$ cat config.mk
export PLATFORM = sky130hd
export DESIGN_NAME = serial_adder_flat
export DESIGN_NICKNAME = d
export VERILOG_FILES = /design/src/rtl/serial_arith_pkg.sv /design/src/rtl/serial_adder_if.sv /design/src/rtl/fa_cell.sv /design/src/rtl/serial_adder.sv /design/src/flat_wrapper.sv
export SDC_FILE = /design/constraint.sdc
export NUM_CORES = 1
export LEC_CHECK = 0
export CORE_UTILIZATION = 45
export DETAILED_ROUTE_END_ITERATION = 7
export PLACE_DENSITY = 0.78
export SLEW_MARGIN = 40
export SYNTH_ARGS = -nofsm -noshare
export SYNTH_HDL_FRONTEND = slang
export SYNTH_HIERARCHICAL = 1
export SYNTH_SLANG_ARGS = --single-unit
$ cat constraint.sdc
create_clock -name clk -period 1.5 [get_ports clk]
set_input_delay 0.15 -clock clk [delete_from_list [all_inputs] [get_ports clk]]
set_output_delay 0.15 -clock clk [all_outputs]
set_load 0.02 [all_outputs]
$ cat src/rtl/serial_arith_pkg.sv
// serial_arith_pkg: shared state encoding, default width and counter sizing helper
package serial_arith_pkg;
  typedef logic [1:0] state_t;
  localparam state_t ST_IDLE = 2'd0;
  localparam state_t ST_SHIFT = 2'd1;
  localparam state_t ST_DONE = 2'd2;
  localparam int DEFAULT_WIDTH = 8;
  function automatic int clog2(input int v);
    int r;
    r = 0;
    while ((1 << r) < v) r++;
    return (r < 1) ? 1 : r;
  endfunction
endpackage

$ cat src/rtl/serial_adder_if.sv
// serial_adder_if: start/operand request and busy/done/result response of the serial adder
//   master drives start, a, b (and sub when SERIAL_ADDER_SUB_EN is defined)
//   slave drives busy, done, sum, cout
interface serial_adder_if #(parameter int WIDTH = serial_arith_pkg::DEFAULT_WIDTH);
  logic start;
  logic [WIDTH-1:0] a;
  logic [WIDTH-1:0] b;
  logic busy;
  logic done;
  logic [WIDTH-1:0] sum;
  logic cout;
`ifdef SERIAL_ADDER_SUB_EN
  logic sub;
  modport master(output start, a, b, sub, input busy, done, sum, cout);
  modport slave(input start, a, b, sub, output busy, done, sum, cout);
`else
  modport master(output start, a, b, input busy, done, sum, cout);
  modport slave(input start, a, b, output busy, done, sum, cout);
`endif
endinterface

$ cat src/rtl/fa_cell.sv
// fa_cell: combinational full-adder bit cell
//   a, b, cin -> s (sum bit), cout (majority carry)
module fa_cell (
  input  logic a,
  input  logic b,
  input  logic cin,
  output logic s,
  output logic cout
);
  assign s = a ^ b ^ cin;
  assign cout = (a & b) | (a & cin) | (b & cin);
endmodule

$ cat src/rtl/serial_adder.sv
// serial_adder: bit-serial WIDTH-bit adder, one bit per clock LSB first through one registered carry
//   clk, rst_n (async active-low); bus (slave): start, a, b -> busy, done, sum, cout
//   SERIAL_ADDER_SUB_EN adds bus.sub: a-b with cout reporting borrow
module serial_adder import serial_arith_pkg::*; #(
  parameter int WIDTH = DEFAULT_WIDTH
) (
  input logic clk,
  input logic rst_n,
  serial_adder_if.slave bus
);
  localparam int CW = clog2(WIDTH);
  state_t state_q, state_d;
  logic [WIDTH-1:0] a_sr_q, a_sr_d, b_sr_q, b_sr_d, res_q, res_d, sum_q, sum_d;
  logic [CW-1:0] cnt_q, cnt_d;
  logic carry_q, carry_d, cout_q, cout_d;
  logic accept, shifting, last, fa_s, fa_co, sub_in, sub_q;
  fa_cell u_fa (.a(a_sr_q[0]), .b(b_sr_q[0]), .cin(carry_q), .s(fa_s), .cout(fa_co));
`ifdef SERIAL_ADDER_SUB_EN
  logic sub_d;
  assign sub_in = bus.sub;
  assign sub_d = accept ? bus.sub : sub_q;
  always_ff @(posedge clk or negedge rst_n)
    if (!rst_n) sub_q <= 1'b0;
    else sub_q <= sub_d;
`else
  assign sub_in = 1'b0;
  assign sub_q = 1'b0;
`endif
  assign shifting = state_q == ST_SHIFT;
  assign accept = !shifting && bus.start;
  assign last = cnt_q == CW'(WIDTH - 1);
  always_ff @(posedge clk or negedge rst_n)
    if (!rst_n) state_q <= ST_IDLE;
    else state_q <= state_d;
  always_comb begin
    state_d = shifting ? (last ? ST_DONE : ST_SHIFT) : (bus.start ? ST_SHIFT : ST_IDLE);
  end
  // Subtraction is a + ~b + 1, so the seed carry is the sub flag and the borrow is the inverted carry-out.
  always_comb begin
    a_sr_d = accept ? bus.a : shifting ? a_sr_q >> 1 : a_sr_q;
    b_sr_d = accept ? (sub_in ? ~bus.b : bus.b) : shifting ? b_sr_q >> 1 : b_sr_q;
    carry_d = accept ? sub_in : shifting ? fa_co : carry_q;
    cnt_d = accept ? '0 : shifting ? cnt_q + 1'b1 : cnt_q;
    res_d = shifting ? ({fa_s, {(WIDTH-1){1'b0}}} | (res_q >> 1)) : res_q;
    sum_d = shifting && last ? res_d : sum_q;
    cout_d = shifting && last ? fa_co ^ sub_q : cout_q;
  end
  always_ff @(posedge clk or negedge rst_n)
    if (!rst_n) begin
      a_sr_q <= '0;
      b_sr_q <= '0;
      res_q <= '0;
      sum_q <= '0;
      cnt_q <= '0;
      carry_q <= 1'b0;
      cout_q <= 1'b0;
    end else begin
      a_sr_q <= a_sr_d;
      b_sr_q <= b_sr_d;
      res_q <= res_d;
      sum_q <= sum_d;
      cnt_q <= cnt_d;
      carry_q <= carry_d;
      cout_q <= cout_d;
    end
  assign bus.busy = shifting;
  assign bus.done = state_q == ST_DONE;
  assign bus.sum = sum_q;
  assign bus.cout = cout_q;
endmodule

$ cat src/flat_wrapper.sv
// flat-port wrapper written by rule: the top's interface ports become plain ports
module serial_adder_flat import serial_arith_pkg::*;
#(
  parameter int WIDTH = DEFAULT_WIDTH
)
  (clk, rst_n, bus_start, bus_a, bus_b, bus_busy, bus_done, bus_sum, bus_cout);
  serial_adder_if #(.WIDTH(WIDTH)) bus_i ();
  input logic clk;
  input logic rst_n;
  input wire logic [$bits(bus_i.start)-1:0] bus_start;
  input wire logic [$bits(bus_i.a)-1:0] bus_a;
  input wire logic [$bits(bus_i.b)-1:0] bus_b;
  output wire logic [$bits(bus_i.busy)-1:0] bus_busy;
  output wire logic [$bits(bus_i.done)-1:0] bus_done;
  output wire logic [$bits(bus_i.sum)-1:0] bus_sum;
  output wire logic [$bits(bus_i.cout)-1:0] bus_cout;
  assign bus_i.start = bus_start;
  assign bus_i.a = bus_a;
  assign bus_i.b = bus_b;
  assign bus_busy = bus_i.busy;
  assign bus_done = bus_i.done;
  assign bus_sum = bus_i.sum;
  assign bus_cout = bus_i.cout;
  serial_adder #(.WIDTH(WIDTH)) u_core (.clk(clk), .rst_n(rst_n), .bus(bus_i));
endmodule
==> results <==
- Entering global routing, the biggest net connects 39 pins.
- The number of design-rule violations left by the first detailed-router iteration is 49.
- The via count of the first global-routing pass was 1032.
- The total wirelength of the detailed-routed design is 3010 um.
- The end point of the critical path is u_core/bus.sum[6]$_DFFE_PN0P_.
- The worst setup path is launched from a flip-flop.
- The worst register-to-register path ends at u_core/bus.sum[6]$_DFFE_PN0P_.
- The critical path is of the flip-flop to flip-flop type.
- The number of antenna violations at the first check in global routing is 0.
- Of all nets on the critical path, the largest fanout is 9.
- The maximum root-to-sink buffer count is 2.
- In this run the standard cell core region covers 3740 um^2.
- The TritonCTS clock tree is done.
- On the worst path, the slowest cell contributes a delay of 0.40 ns.
- The initial cell density of the core is 0.479.
- Data arrives at the worst endpoint at 1.64 ns.
- The fraction of final layout cells with drive strength greater than 1 is 0.461.
- The routed via count is 977.
- The aggregate global routing overflow is 0.
- The area of the mapped netlist is 1790 um^2.
- The slowest cell on the critical path is sky130_fd_sc_hd__dfrtp_1.
- For this run, the detailed router's first-pass iteration total came to 4.
- The number of cell rows is 22.
- The post-layout minimum cycle time is 1.47 ns.
- The number of synthesized register bits is 38.
- Setup repair after global routing could not meet its margin everywhere.
- The slew at the pin with the worst max-slew slack is 0.394 ns.
- The final layout contains 173 nets.
- The source of the worst register-to-register timing path is u_core/cnt_q[1]$_DFFE_PN0P_.
- Of the available clock period, the critical path in the final layout requires 0.981.
- The signal on the critical path passes through ha_2, ha_2, nand3b_1, buf_12, mux2_2.
- In this run the power density over the cells is 2030 nW/um^2.
- During synthesis, Yosys emitted a total of 6 warnings.
- The tool flagged a number of max-cap violations equal to 0.
- The tree is rooted in a sky130_fd_sc_hd__clkbuf_8.
- The area enclosed by the die boundary is 4240 um^2.
- After technology mapping, the gate count stands at 109.
- The total clock buffers created by CTS is 5.
- The remaining number of nets flagged by the antenna check after routing is 0.
- The count of inserted antenna diode cells is 0.
- The number of placed I/O pins is 30.
- The count of input and output buffers is 29.
- The clock-pin slew on the worst setup and hold paths is 0.07 ns.
- Once detailed placement completed, the half-perimeter wirelength came to 2010 um.
- The number of hold-slack violations in the final timing report is 0.
- The total design power is 0.00479 W.
- The total routing usage reported by global routing is 0.160.
- The clock drives 38 sinks.
- For flop-to-flop paths, the worst setup slack is 0.03 ns.
- From bottom edge to top edge, the die measures 65.1 um.
- The congestion estimate from routability-driven global placement came to 0.652.
- The average wire per cell in the routed design is 15.1 um.
- The final setup violation count is 0.
- Synthesis instantiated 15 different standard cells from the library.
- The logic depth of the worst path, buffers included is 5.
- The timing-limited maximum frequency is 679 MHz.
- The share of the yosys chip area belonging to registers is 0.530.
- Setup slack closes at 0.0278 ns.
- The worst vdd rail ir drop is 1060 uV.
- The number of nets in the synthesized netlist is 131.
- The buffers plus inverters on the worst setup path is 1.
- The class of the worst hold path is primary input to asynchronous set/reset pin.
- The final max-slew violation count is 0.
- The cell type with the highest occurrence count on the critical path is sky130_fd_sc_hd__ha_2.
- After detailed placement, the total cell area comes to 2180 um^2.
- The growth of design area from synthesis to finish is 31.2%.
- Dividing the detail-routed via count by the number of cells gives 4.89.
- The H-tree generated during clock tree synthesis spans 2 levels.
- The source of the critical timing path is u_core/cnt_q[1]$_DFFE_PN0P_.
- On the final layout, the worst hold slack is 0.351 ns.
- In this run the static leakage power is 1.12 nW.
- The first global-routing pass estimated 5000 um of wire.
- For the final routed database, the setup TNS stands at 0 ns.
- The later pin in the worst-skew pair is clocked with a latency of 0.29 ns.
- The worst slack after detailed placement is -0.0673 ns.
- The number of cell instances on the worst register-to-register path is 5.
- The number of remaining DRC errors is 0.
- The final setup skew is 0.00745 ns.
- With fillers left out, the area of the finished cells amounts to 2350 um^2.
- The worst setup path is captured at a flip-flop.
- The required time of the critical path is 1.67 ns.
- The run finished with clean final reports.
- The cell family contributing the most delay on the critical path is flip-flops.
- The filler cell count is 293.
- The synthesized area per cell is 16.5 um^2.
- In this run the tightest slew margin relative to its limit is 0.737.
- The floorplan step set the die width to 65.1 um.
cells by family (layout without fill, tap and decap cells):
kind of cell	after synthesis	in the layout	share of synthesized area
DFF	38	38	0.530
muxes	50	50	0.377
and+or+nand+nor	9	9	0.0293
AOI/OAI and AO/OA	1	1	0.00419
buffers and inverters	8	51	0.0349
adders and majority gates	3	3	0.0251
metal layers:
metal | global-route usage | wire length [um] | vias up
met5 | 0 | 0 | -
met3 | 0.0573 | 175 | 4
met2 | 0.254 | 1410 | 25
met4 | 0.0489 | 17 | 0
met1 | 0.204 | 1410 | 490
li1 | - | - | 458
power by group:
part	leakage (nW)	switching [W]	internal (W)
combinational	0.570	0.000740	0.00127
clock	0.0714	0.000347	0.000709
sequential	0.477	0.000256	0.00147
per-stage QoR:
step	instances	util
floorplan	109	-
global placement	190	0.584
detailed placement	190	0.584
CTS	199	0.626
global route	200	0.629
finish	200	0.629
placed cells by master, fill, tap and decap left out, types with 3 or more instances in the layout:
master and n:
sky130_fd_sc_hd__nor2b_1 4, sky130_fd_sc_hd__mux2_2 14, sky130_fd_sc_hd__mux2i_1 3, sky130_fd_sc_hd__buf_4 9, sky130_fd_sc_hd__mux2_4 33, sky130_fd_sc_hd__dfrtp_1 38
sky130_fd_sc_hd__clkbuf_8 6, sky130_fd_sc_hd__clkdlybuf4s50_1 26
Yosys cell counts, drive strengths merged:
cell | count | area (um^2)
inv | 2 | 7.50
mux2 | 47 | 646
dfrtp | 38 | 951
nand2b | 2 | 12.5
o21a | 1 | 7.51
ha | 2 | 25.0
nand3b | 1 | 7.51
nor2 | 2 | 7.51
nor2b | 4 | 25.0
buf | 6 | 55.1
fa | 1 | 20.0
mux2i | 3 | 30.0
repair_timing:
action                     in CTS  in global routing
pin swaps                       0                  0
hold endpoints to repair       38                  0
setup buffers                   0                  1
cloned                          0                  0
hold buffers                    1                  0
resized for setup               5                  1
setup endpoints to repair      11                  9
registers in the layout, summed over array words and instances (netlist names):
register         cells
u_core/a_sr_q        8
u_core/b_sr_q        8
u_core/bus.cout      1
u_core/bus.sum       8
u_core/carry_q       1
u_core/cnt_q         3
u_core/res_q         7
u_core/state_q       2
cell type report:
class | count | area (um^2) | area share
clock buffers | 6 | 82.6 | 0.0351
clock inverters | 2 | 60.1 | 0.0255
inverters | 2 | 7.51 | 0.00319
multi-input cells | 63 | 793 | 0.337
flip-flops and latches | 38 | 951 | 0.404
well taps | 48 | 60.1 | 0.0255
repair buffers | 41 | 400 | 0.170
how the worst min path moves through the flow:
stage / from / endpoint / slack [ns] / cells past startpoint
after floorplan: rst_n / u_core/a_sr_q[0]$_DFFE_PN0P_ / -0.15 / 0
after global placement: rst_n / u_core/a_sr_q[3]$_DFFE_PN0P_ / 0.13 / 2
after detailed placement: rst_n / u_core/a_sr_q[3]$_DFFE_PN0P_ / 0.13 / 2
after CTS: rst_n / u_core/b_sr_q[4]$_DFFE_PN0P_ / 0.35 / 3
after global routing: rst_n / u_core/b_sr_q[2]$_DFFE_PN0P_ / 0.38 / 3
final: rst_n / u_core/b_sr_q[2]$_DFFE_PN0P_ / 0.35 / 3
worst min-delay path, delay by kind of cell:
kind | cells | cell delay [ns]
buffers and inverters | 3 | 0.84
No activity file was read; power rests on OpenSTA's default activity.
